File: config.mk
export PLATFORM = sky130hd
export DESIGN_NAME = cpu_controller
export DESIGN_NICKNAME = d
export VERILOG_FILES = /design/src/rtl/cpu_ctrl_pkg.sv /design/src/rtl/cpu_controller_instr_dec.sv /design/src/rtl/cpu_controller.sv
export SDC_FILE = /design/constraint.sdc
export NUM_CORES = 1
export LEC_CHECK = 0
export CAP_MARGIN = 20
export CORE_AREA = 10 10 74 107
export CTS_CLUSTER_SIZE = 8
export DETAILED_ROUTE_END_ITERATION = 10
export DIE_AREA = 0 0 84 117
export GPL_TIMING_DRIVEN = 1
export SETUP_SLACK_MARGIN = 0.4
export SLEW_MARGIN = 25
export SYNTH_ARGS = -nofsm -noshare
export SYNTH_HDL_FRONTEND = slang
export SYNTH_SLANG_ARGS = --single-unit
File: constraint.sdc
create_clock -name clk -period 3.1 [get_ports clk]
set_clock_uncertainty 0.15 [all_clocks]
set_input_delay 0.62 -clock clk [delete_from_list [all_inputs] [get_ports clk]]
set_output_delay 0.62 -clock clk [all_outputs]
set_load 0.05 [all_outputs]
File: src/rtl/cpu_ctrl_pkg.sv
// Shared types and encodings for the CPU control unit.
// CTRL_HALT_EN adds the HALT state used to stop on illegal instructions.
package cpu_ctrl_pkg;

   typedef enum logic [2:0] {
      S_WAIT   = 3'd0,
      S_DECODE = 3'd1,
      S_WIMM   = 3'd2,
      S_GETA   = 3'd3,
      S_GETB   = 3'd4,
      S_ALU    = 3'd5,
      S_WREG   = 3'd6
`ifdef CTRL_HALT_EN
      , S_HALT = 3'd7
`endif
   } state_t;

   localparam logic [2:0] OPC_MOV = 3'b110;
   localparam logic [2:0] OPC_ALU = 3'b101;

   localparam logic [1:0] OP_MOV_REG = 2'b00;
   localparam logic [1:0] OP_MOV_IMM = 2'b10;
   localparam logic [1:0] OP_CMP     = 2'b01;

   localparam logic [1:0] VSEL_NONE = 2'b00;
   localparam logic [1:0] VSEL_IMM8 = 2'b01;
   localparam logic [1:0] VSEL_C    = 2'b11;

   localparam logic [1:0] ALU_ADD = 2'b00;
   localparam logic [1:0] ALU_SUB = 2'b01;
   localparam logic [1:0] ALU_AND = 2'b10;
   localparam logic [1:0] ALU_MVN = 2'b11;

   typedef struct packed {
      logic       w;
      logic       write;
      logic [1:0] vsel;
      logic       loada;
      logic       loadb;
      logic       loadc;
      logic       loads;
      logic       asel;
      logic [1:0] shift;
      logic [1:0] alu_op;
   } ctrl_t;

   localparam ctrl_t CTRL_IDLE = '{w: 1'b1, vsel: VSEL_NONE, shift: 2'b00,
                                   alu_op: ALU_ADD, default: 1'b0};

endpackage

File: src/rtl/cpu_controller_instr_dec.sv
// Combinational instruction decoder: splits IR into fields, sign-extends
// immediates and classifies the instruction.
module instr_dec
   import cpu_ctrl_pkg::*;
#(
   parameter int DATA_W = 16,
   parameter int REG_AW = 3
) (
   input  logic [DATA_W-1:0] ir,
   output logic [REG_AW-1:0] rn,
   output logic [REG_AW-1:0] rd,
   output logic [REG_AW-1:0] rm,
   output logic [1:0]        shift,
   output logic [1:0]        op,
   output logic [DATA_W-1:0] sximm5,
   output logic [DATA_W-1:0] sximm8,
   output logic              is_mov_imm,
   output logic              is_mov_reg,
   output logic              is_alu,
   output logic              is_cmp,
   output logic              illegal
);

   logic [2:0] opcode;

   assign opcode = ir[15:13];
   assign op     = ir[12:11];
   assign rn     = ir[8 +: REG_AW];
   assign rd     = ir[5 +: REG_AW];
   assign rm     = ir[0 +: REG_AW];
   assign shift  = ir[4:3];

   assign sximm5 = {{(DATA_W-5){ir[4]}}, ir[4:0]};
   assign sximm8 = {{(DATA_W-8){ir[7]}}, ir[7:0]};

   assign is_mov_imm = (opcode == OPC_MOV) && (op == OP_MOV_IMM);
   assign is_mov_reg = (opcode == OPC_MOV) && (op == OP_MOV_REG);
   assign is_alu     = (opcode == OPC_ALU);
   assign is_cmp     = is_alu && (op == OP_CMP);
   assign illegal    = !(is_mov_imm || is_mov_reg || is_alu);

endmodule

File: src/rtl/cpu_controller.sv
// Instruction register, Moore control FSM and registered datapath controls.
// Define CTRL_HALT_EN to stop in HALT on an illegal instruction.
module cpu_controller
   import cpu_ctrl_pkg::*;
#(
   parameter int DATA_W = 16,
   parameter int REG_AW = 3
) (
   input  logic              clk,
   input  logic              reset,
   input  logic              s,
   input  logic              load,
   input  logic [DATA_W-1:0] in,
   output logic              w,
   output logic              halted,
   output logic              write,
   output logic [1:0]        vsel,
   output logic              loada,
   output logic              loadb,
   output logic              loadc,
   output logic              loads,
   output logic              asel,
   output logic              bsel,
   output logic [REG_AW-1:0] readnum,
   output logic [REG_AW-1:0] writenum,
   output logic [1:0]        shift,
   output logic [1:0]        ALUop,
   output logic [DATA_W-1:0] sximm5,
   output logic [DATA_W-1:0] sximm8
);

   state_t            state;
   state_t            next_state;
   logic [DATA_W-1:0] ir;
   ctrl_t             ctl;

   logic [REG_AW-1:0] rn, rd, rm;
   logic [1:0]        ir_shift, ir_op;
   logic              is_mov_imm, is_mov_reg, is_alu, is_cmp, illegal;

   instr_dec #(.DATA_W(DATA_W), .REG_AW(REG_AW)) u_dec (
      .ir         (ir),
      .rn         (rn),
      .rd         (rd),
      .rm         (rm),
      .shift      (ir_shift),
      .op         (ir_op),
      .sximm5     (sximm5),
      .sximm8     (sximm8),
      .is_mov_imm (is_mov_imm),
      .is_mov_reg (is_mov_reg),
      .is_alu     (is_alu),
      .is_cmp     (is_cmp),
      .illegal    (illegal)
   );

   always_comb begin
      next_state = state;
      unique case (state)
         S_WAIT:   if (s) next_state = S_DECODE;
         S_DECODE: begin
            if (is_mov_imm)      next_state = S_WIMM;
            else if (is_mov_reg) next_state = S_GETB;
            else if (is_alu)     next_state = S_GETA;
            else if (illegal) begin
`ifdef CTRL_HALT_EN
               next_state = S_HALT;
`else
               next_state = S_WAIT;
`endif
            end
         end
         S_WIMM:   next_state = S_WAIT;
         S_GETA:   next_state = S_GETB;
         S_GETB:   next_state = S_ALU;
         S_ALU:    next_state = is_cmp ? S_WAIT : S_WREG;
         S_WREG:   next_state = S_WAIT;
`ifdef CTRL_HALT_EN
         S_HALT:   next_state = S_HALT;
`endif
         default:  next_state = S_WAIT;
      endcase
   end

   // Outputs are registered from the state being entered; IR cannot change
   // outside WAIT, so the decode of the current IR is valid for that state.
   function automatic ctrl_t ctrl_of(input state_t st);
      ctrl_t c;
      c = '0;
      unique case (st)
         S_WAIT: c = CTRL_IDLE;
         S_WIMM: begin
            c.write = 1'b1;
            c.vsel  = VSEL_IMM8;
         end
         S_GETA: c.loada = 1'b1;
         S_GETB: c.loadb = 1'b1;
         S_ALU: begin
            c.shift  = ir_shift;
            c.alu_op = is_alu ? ir_op : ALU_ADD;
            c.asel   = is_mov_reg;
            c.loads  = is_cmp;
            c.loadc  = !is_cmp;
         end
         S_WREG: begin
            c.write = 1'b1;
            c.vsel  = VSEL_C;
         end
         default: c = '0;
      endcase
      return c;
   endfunction

   function automatic logic [REG_AW-1:0] readnum_of(input state_t st);
      if (st == S_GETA)      return rn;
      else if (st == S_GETB) return rm;
      else                   return '0;
   endfunction

   function automatic logic [REG_AW-1:0] writenum_of(input state_t st);
      if (st == S_WIMM)      return rn;
      else if (st == S_WREG) return rd;
      else                   return '0;
   endfunction

   always_ff @(posedge clk or posedge reset) begin
      if (reset) begin
         state    <= S_WAIT;
         ir       <= '0;
         ctl      <= CTRL_IDLE;
         readnum  <= '0;
         writenum <= '0;
      end else begin
         if (state == S_WAIT && load) ir <= in;
         state    <= next_state;
         ctl      <= ctrl_of(next_state);
         readnum  <= readnum_of(next_state);
         writenum <= writenum_of(next_state);
      end
   end

`ifdef CTRL_HALT_EN
   always_ff @(posedge clk or posedge reset) begin
      if (reset) halted <= 1'b0;
      else       halted <= (next_state == S_HALT);
   end
`else
   assign halted = 1'b0;
`endif

   assign w     = ctl.w;
   assign write = ctl.write;
   assign vsel  = ctl.vsel;
   assign loada = ctl.loada;
   assign loadb = ctl.loadb;
   assign loadc = ctl.loadc;
   assign loads = ctl.loads;
   assign asel  = ctl.asel;
   assign bsel  = 1'b0;
   assign shift = ctl.shift;
   assign ALUop = ctl.alu_op;

endmodule

==> metrics.md, run 1 <==
| Metric | Value |
|---|---|
| Status | finished, final reports clean |
| Worst Hold Class | flop to flop |
| Ports | 73 |
| Register area share after synthesis | 53.4% |
| Layout Cells excl Fill | 249 |
| Crit Path Class | flop to output pin |
| Core area | 6040 um^2 |
| Die height | 117 um |
| CP endpoint kind | output pin |
| Slowest cell delay on critical path | 0.89 ns |
| Top cell family by delay on the critical path | buffers and inverters |
| Final Setup Violations | 0 |
| Ys async rst share | 100% |
| DRC violation count after routing | 0 |
| Max Cap Violations | 0 |
| Clock-pin slew on the worst setup and hold paths | 0.07 ns |
| Max H-tree Level | 2 |
| Synthesized area | 1740 um^2 |
| Die area | 9830 um^2 |
| Layout area overhead | 34.4% |
| Gr usage total | 7.60% |
| WL per Instance | 15.5 um |
| CTS Root Cell | clkbuf_8 |
| Detailed Route Iter0 Violations | 41 |
| CTS Buf Count | 5 |
| Nets | 194 |
| # diodes | 0 |
| Crit Path Max Fanout | 15 |
| Initial antenna violation count | 0 |
| Flops & latches, synth | 37 |
| Clock Path Buffers | 2 |
| Setup bufs post-CTS | 0 |
| Final HPWL DP | 3060 um |
| # rows | 35 |
| Post-CTS sizing | 0 |
| Synth Instances | 133 |
| Worst path cell trace | clkdlybuf4s50_1 |
| Routability cong. | 0.800 |
| Layout fillers | 597 |
| Pin count of the biggest net entering global routing | 38 |
| Setup TNS Final | 0 ns |
| Post-synth top flop | dfrtp_1 |
| WL final | 3870 um |
| CTS tree | yes |
| CP max stage cell | clkdlybuf4s50_1 |
| Placed Area | 2250 um^2 |
| Rel. slew slack | 59.1% |
| Buffers on Ports | 70 |
| Drt first pass iters | 4 |
| Worst-Skew Late Latency | 0.29 ns |
| Die X | 84 um |
| Fmax | 399 MHz |
| Number of global-route vias before repair | 1149 |
| Synth cell types | 30 |
| Initial core utilization | 28.7% |
| Slew Limit Fails | 0 |
| Hold buffer count at CTS | 0 |
| Final min period | 2.51 ns |
| YS warnings | 0 |
| EDFF count, synth | 0 |
| First-pass GRT wire length | 5950 um |
| Crit path buf inv count | 1 |
| Final Hold Viols | 0 |
| Startpoint types | flop |
| Placed insts | 241 |
| Required @ worst endpoint | 2.33 ns |
| Grt ovf | 0 |
| CP arrival | 1.74 ns |
| Vias | 1056 |
| RSZ-0062 raised after global routing | false |
| Layout cells sized above 1 | 18.3% |
| Vias per inst | 4.24 |
| Tcrit/Tclk final | 80.9% |
| Avg Cell Area, Syn | 13.0 um^2 |
| Finished Cell Area | 2330 um^2 |
| Clock sink total | 37 |
| Detail Route Antenna Nets | 0 |
| Worst-margin pin slew | 0.608 ns |
[per-layer routing]
layer / vias up / routed length, um / global-route usage (%)
li1: 496 / - / -
met1: 506 / 1360 / 7.23
met2: 49 / 2010 / 13.3
met3: 5 / 418 / 3.88
met4: 0 / 80 / 3.70
met5: - / 0 / 0
[final timing paths]
path	from	endpoint	slack [ns]	cells past startpoint
max in group asynchronous	reset	w	1.85	3
min in group asynchronous	reset	ir[5]	0.59	3
min reg2reg	ir[12]	asel	0.34	1
max	ir[4]	sximm5[13]	0.59	1
min	ir[12]	asel	0.34	1
max reg2reg	state[2]	ir[9]	1.36	3
[kinds of logic after synthesis]
family	count (synthesis)	synth area share, %
mux	15	11.5
simple gates	25	11.1
flops	37	53.4
buf+inv	42	17.6
compound gates	13	6.20
other cells	1	0.216
[final cells by class]
class                      count  area (um^2)  share of cell area, %
clock inverter                 2         10.0                  0.429
timing repair buffer          71          708                   30.4
multi-input combinational     55          507                   21.7
clock buffer                   6         72.6                   3.11
tap                           74         92.6                   3.97
inverter                       4         15.0                  0.644
sequential                    37          927                   39.8
[per-stage QoR]
step                worst slack (ns)  hold WS (ns)  util, %
floorplan                       1.44         0.304        -
global placement               0.924         0.333     37.2
detailed placement             0.876         0.331     37.2
CTS                            0.563         0.349     38.6
global route                   0.466         0.371     38.6
finish                         0.593         0.340     38.6
[state kept, by name, indices dropped and copies added, names as in the netlist]
signal / cells
ALUop: 2
asel: 1
ir: 16
loada: 1
loadb: 1
loadc: 1
loads: 1
readnum: 3
shift: 2
state: 3
vsel: 2
w: 1
writenum: 3
[Yosys cell counts, types with 2 or more instances]
library cell	instances	area, um^2
buf_6	2	22.5
mux2_4	8	120
nand2b_1	2	12.5
inv_1	4	15.0
mux2_2	7	78.8
nor2_1	2	7.51
and3_4	2	22.5
nor3_1	3	15.0
nand2_1	3	11.3
a22o_1	6	52.6
buf_4	35	263
dfrtp_1	36	901
nand3b_1	2	15.0
o21ai_0	2	10.0
a21o_1	2	15.0
and3_1	3	18.8
[layout by cell type (no fill, tap or decap)]
cell type | Yosys | routed
dfstp_2 | 1 | 1
clkbuf_1 | 0 | 1
and3b_1 | 1 | 1
nor2_2 | 1 | 1
o41ai_2 | 1 | 1
clkdlybuf4s50_1 | 0 | 70
mux2_2 | 7 | 7
mux2_4 | 8 | 8
and3_4 | 2 | 2
and3_1 | 3 | 3
nand2_1 | 3 | 3
dfrtp_1 | 36 | 36
a21o_1 | 2 | 2
nand3b_1 | 2 | 2
o21ai_0 | 2 | 2
inv_1 | 4 | 4
nor3_1 | 3 | 3
a22o_1 | 6 | 6
nand4bb_4 | 1 | 1
a21oi_1 | 1 | 1
clkinv_2 | 0 | 2
a41oi_1 | 1 | 1
nand2b_1 | 2 | 2
nor3_4 | 1 | 1
nor2_1 | 2 | 2
nor4_1 | 1 | 1
or2_2 | 1 | 1
clkbuf_8 | 0 | 5
conb_1 | 1 | 2
nor3_2 | 1 | 1
buf_4 | 35 | 1
nand4b_1 | 1 | 1
Power of run 1 is not shown: default switching activity piles up to over one toggle a cycle in this logic, so the estimate is an artifact.
==> run 2: changes to the inputs <==
==> constraint.sdc (replaced) <==
create_clock -name clk -period 2.6 [get_ports clk]
set_clock_uncertainty 0.15 [all_clocks]
set_input_delay 0.52 -clock clk [delete_from_list [all_inputs] [get_ports clk]]
set_output_delay 0.52 -clock clk [all_outputs]
set_load 0.05 [all_outputs]
==> metrics.md, run 2 (same netlist as run 1, synthesis figures left out) <==
| Metric | Value |
|---|---|
| Crit Path Max Fanout | 4 (was 15) |
| Slowest cell delay on critical path | 0.82 ns (was 0.89 ns) |
| Pin count of the biggest net entering global routing | 38 (unchanged) |
| Nets | 194 (unchanged) |
| Hold_sp | ir[12] (unchanged) |
| Die area | 9830 um^2 (unchanged) |
| Final Util | 38.3% (was 38.6%) |
| Max H-tree Level | 2 (unchanged) |
| Vias per inst | 4.25 (was 4.24) |
| Required @ worst endpoint | 1.93 ns (was 2.33 ns) |
| Final HPWL DP | 3060 um (unchanged) |
| Worst path cell trace | clkdlybuf4s50_1 (unchanged) |
| Clock Path Buffers | 2 (unchanged) |
| Final min period | 2.15 ns |
| DRC violation count after routing | 0 (unchanged) |
| Setup bufs post-CTS | 0 (unchanged) |
| Layout fillers | 607 (was 597) |
| Fmax | 466 MHz |
| Leading cell type in the layout, fill and taps excluded | clkdlybuf4s50_1 (unchanged) |
| Layout area overhead | 33.3% (was 34.4%) |
| FF-to-FF Start | state[2] (unchanged) |
| Die height | 117 um (unchanged) |
| Startpoint types | flop (unchanged) |
| CP arrival | 1.48 ns (was 1.74 ns) |
| Core area | 6040 um^2 (unchanged) |
| Drt first pass iters | 4 (unchanged) |
| Most flop-heavy register | ir (unchanged) |
| Die X | 84 um (unchanged) |
| WHS | 0.340 ns (unchanged) |
| CP endpoint kind | output pin (unchanged) |
| Clock sink total | 37 (unchanged) |
| Worst-Skew Late Latency | 0.29 ns (about the same) |
| # rows | 35 (unchanged) |
| Top cell family by delay on the critical path | buffers and inverters (unchanged) |
| WL per Instance | 15.6 um (was 15.5 um) |
| Crit. Startpoint | ir[3] (was ir[4]) |
| CTS Buf Count | 5 (unchanged) |
| Initial core utilization | 28.7% (unchanged) |
| Rel. slew slack | 59.1% (unchanged) |
| CTS tree | yes (unchanged) |
| Number of global-route vias before repair | 1149 (unchanged) |
| Final Setup Violations | 0 (unchanged) |
| Max reg flops | 16 (unchanged) |
| Tcrit/Tclk final | 82.5% |
| Routability cong. | 0.800 (unchanged) |
| Ports | 73 (unchanged) |
| Buffers on Ports | 70 (unchanged) |
| Worst-margin pin slew | 0.608 ns (unchanged) |
| Vias | 1058 (was 1056) |
| Worst Hold Class | flop to flop (unchanged) |
| CP max stage cell | clkdlybuf4s50_1 (unchanged) |
| # diodes | 0 (unchanged) |
| Detailed Route Iter0 Violations | 40 (was 41) |
| Gr usage total | 7.60% (unchanged) |
| Status | finished, final reports clean (unchanged) |
| WL final | 3880 um (was 3870 um) |
| Final Hold Viols | 0 (unchanged) |
| Initial antenna violation count | 0 (unchanged) |
| CTS Root Cell | clkbuf_8 (unchanged) |
| Detail Route Antenna Nets | 0 (unchanged) |
| Clock-pin slew on the worst setup and hold paths | 0.07 ns (about the same) |
| Layout cells sized above 1 | 18.3% (unchanged) |
| RSZ-0062 raised after global routing | false (unchanged) |
| Slew Limit Fails | 0 (unchanged) |
| Max Cap Violations | 0 (unchanged) |
| First-pass GRT wire length | 5950 um (unchanged) |
| Crit path buf inv count | 1 (unchanged) |
| Hold buffer count at CTS | 0 (unchanged) |
| Most frequent cells in the layout | clkdlybuf4s50_1 (40), dfrtp_1 (36), dlygate4sd2_1 (25) (was clkdlybuf4s50_1 (70), dfrtp_1 (36), mux2_4 (8)) |
| Grt ovf | 0 (unchanged) |
| Crit Path Class | flop to output pin (unchanged) |
| Setup TNS Final | 0 ns (unchanged) |
-- run 2: final cells by class --
type	count	area [um^2]	area share, %
sequential	37	927	40.1
timing repair buffer	71	689	29.8
multi-input combinational	55	507	21.9
tap	74	92.6	4.00
clock buffer	6	72.6	3.14
inverter	4	15.0	0.649
clock inverter	2	10.0	0.433
-- run 2: path summary, 6_finish.rpt --
path | endpoint | slack [ns] | cells past startpoint
min reg2reg | asel | 0.34 | 1
min | asel | 0.34 | 1
max | sximm5[3] | 0.45 | 1
max in group asynchronous | w | 1.45 | 3
min in group asynchronous | ir[5] | 0.49 | 3
max reg2reg | ir[9] | 0.86 | 3
-- run 2: layer usage --
metal	part of all wire, %	GRT usage, %	vias up
li1	-	-	496
met1	35	7.23	508
met2	52	13.3	49
met3	11	3.88	5
met4	2.1	3.70	0
met5	0	0	-
-- run 2: repair_timing --
item / CTS / global route
resized for setup: 25 / 5
hold endpoints to repair: 0 / 0
setup endpoints to repair: 27 / 5
cloned: 0 / 0
-- run 2: metrics by stage --
step | cells | cell area, um^2 | setup slack, ns
after detailed placement | 241 | 2250 | 0.476
after floorplan | 134 | 1740 | 1.02
after global routing | 249 | 2310 | 0.411
after CTS | 249 | 2300 | 0.402
final | 249 | 2310 | 0.454
after global placement | 241 | 2250 | 0.524
Power of run 2 is left out for the same reason.
==> run 3: changes to the inputs <==
==> constraint.sdc (replaced) <==
create_clock -name clk -period 2.21 [get_ports clk]
set_clock_uncertainty 0.15 [all_clocks]
set_input_delay 0.442 -clock clk [delete_from_list [all_inputs] [get_ports clk]]
set_output_delay 0.442 -clock clk [all_outputs]
set_load 0.05 [all_outputs]
==> metrics.md, run 3 (same netlist as run 1, synthesis figures left out) <==
| Metric | Value |
|---|---|
| Crit. Startpoint | ir[0] (was ir[3]) |
| FF-to-FF End | ir[13] (was ir[9]) |
| Clock-pin slew on the worst setup and hold paths | 0.07 ns (about the same) |
| Final Setup Violations | 0 (unchanged) |
| Met1 Use GR | 7.26% (was 7.23%) |
| Layout area overhead | 29.8% (was 33.3%) |
| Max Cap Violations | 0 (unchanged) |
| Final HPWL DP | 3180 um (was 3060 um) |
| # rows | 35 (unchanged) |
| CTS tree | yes (unchanged) |
| Initial antenna violation count | 0 (unchanged) |
| Setup TNS Final | 0 ns (unchanged) |
| Detail Route Antenna Nets | 0 (unchanged) |
| FF-to-FF Start | state[2] (unchanged) |
| First-pass GRT wire length | 6110 um (was 5950 um) |
| Slowest cell delay on critical path | 0.52 ns (was 0.82 ns) |
| Vias | 1068 (was 1058) |
| Crit Path Max Fanout | 4 (unchanged) |
| Crit Path Class | flop to output pin (unchanged) |
| Met2 Use GR | 14.4% (was 13.3%) |
| Worst Hold Class | flop to flop (unchanged) |
| Status | finished, final reports clean (unchanged) |
| Slew Limit Fails | 0 (unchanged) |
| Startpoint types | flop (unchanged) |
| Fmax | 553 MHz |
| Finished Cell Area | 2250 um^2 (was 2310 um^2) |
| Clock sink total | 37 (unchanged) |
| Die height | 117 um (unchanged) |
| Number of global-route vias before repair | 1152 (was 1149) |
| Initial core utilization | 28.7% (unchanged) |
| Vias per inst | 4.27 (was 4.25) |
| Buffers on Ports | 70 (unchanged) |
| Placed Area | 2190 um^2 (was 2250 um^2) |
| CP endpoint kind | output pin (unchanged) |
| CP arrival | 1.21 ns (was 1.48 ns) |
| Worst path cell trace | clkdlybuf4s15_1 (was clkdlybuf4s50_1) |
| Worst-margin pin slew | 0.555 ns (was 0.608 ns) |
| Drt first pass iters | 2 (was 4) |
| CP max stage cell | clkdlybuf4s15_1 (was clkdlybuf4s50_1) |
| Pin count of the biggest net entering global routing | 38 (unchanged) |
| Top cell family by delay on the critical path | buffers and inverters (unchanged) |
| Final Util | 37.3% (was 38.3%) |
| Max H-tree Level | 2 (unchanged) |
| WL final | 4070 um (was 3880 um) |
| Grt ovf | 0 (unchanged) |
| Worst-Skew Late Latency | 0.29 ns (about the same) |
| Rel. slew slack | 62.7% (was 59.1%) |
| Final Hold Viols | 0 (unchanged) |
| Ports | 73 (unchanged) |
| Crit path buf inv count | 1 (unchanged) |
| Clock Path Buffers | 2 (unchanged) |
| Most flop-heavy register | ir (unchanged) |
| End point of the critical path | sximm5[0] (was sximm5[3]) |
| Max reg flops | 16 (unchanged) |
| Most frequent cells in the layout | dfrtp_1 (35), buf_4 (24), clkdlybuf4s50_1 (19) (was clkdlybuf4s50_1 (40), dfrtp_1 (36), dlygate4sd2_1 (25)) |
| Required @ worst endpoint | 1.62 ns (was 1.93 ns) |
| Layer with the highest usage | met2 (unchanged) |
| CTS Root Cell | clkbuf_8 (unchanged) |
| Final min period | 1.81 ns |
| Tcrit/Tclk final | 81.8% |
| Routing usage on met3 | 3.12% (was 3.88%) |
| Nets | 195 (was 194) |
| CTS Buf Count | 5 (unchanged) |
| Routability cong. | 0.727 (was 0.800) |
| RSZ-0062 raised after global routing | true (was false) |
| # diodes | 0 (unchanged) |
| Core area | 6040 um^2 (unchanged) |
| Flop2flop setup slack | 0.50 ns (was 0.86 ns) |
| Gr usage total | 7.79% (was 7.60%) |
| FF-to-FF path depth | 3 (unchanged) |
| Die area | 9830 um^2 (unchanged) |
| Layout cells sized above 1 | 37.5% (was 18.3%) |
| Worst path depth | 1 (unchanged) |
| WL per Instance | 16.3 um (was 15.6 um) |
| Leading cell type in the layout, fill and taps excluded | dfrtp_1 (was clkdlybuf4s50_1) |
| Detailed Route Iter0 Violations | 66 (was 40) |
| Setup bufs post-CTS | 0 (unchanged) |
| Die X | 84 um (unchanged) |
| DRC violation count after routing | 0 (unchanged) |
run 3: cell count changes in the layout (fill, tap and decap cells not counted), sizes merged:
cell           delta
clkdlybuf4s50    -21
dlygate4sd2       -7
dlymetal6s2s      -5
buf              +23
and3              +1
clkdlybuf4s15     +5
clkbuf            +5
run 3: per-stage QoR:
stage | hold slack [ns] | std cells | setup WS [ns]
after floorplan | 0.304 | 134 | 0.627
after global placement | 0.337 | 241 | 0.298
after detailed placement | 0.339 | 241 | 0.292
after CTS | 0.359 | 249 | 0.358
after global routing | 0.405 | 250 | 0.338
final | 0.391 | 250 | 0.403
run 3: worst min-delay path by stage:
stage                      start          end  slack [ns]  depth (start not counted)
after floorplan           ir[12]         asel        0.30                          1
after global placement    ir[12]         asel        0.34                          1
after detailed placement  ir[12]         asel        0.34                          1
after CTS                 ir[12]         asel        0.36                          1
after global routing       ir[8]  writenum[0]        0.40                          1
final                      ir[9]  writenum[1]        0.39                          1
run 3: worst register-to-register path, cell delays in order, from the launching register on:
cell     delay [ns]
dfrtp_1        0.52
inv_1          0.23
and3_2         0.37
mux2_4         0.32
run 3: area by class of cell:
class | count | area (um^2)
Multi-Input combinational cell | 56 | 526
Sequential cell | 37 | 928
Clock buffer | 6 | 72.6
Timing Repair Buffer | 71 | 608
Clock inverter | 2 | 10.0
Fill cell | 623 | 3790
Tap cell | 74 | 92.6
Inverter | 4 | 15.0
run 3: what timing repair did:
action / CTS / global route
resized for setup: 41 / 8
setup endpoints to repair: 28 / 23
pin swaps: 0 / 1
hold buffers: 0 / 0
cloned: 0 / 1
run 3: layer usage:
layer  part of all wire, %  wire length [um]
met5                     0                 0
met4                   2.2                89
met3                   7.7               312
met2                    53              2170
met1                    37              1500
Power of run 3 is left out for the same reason.
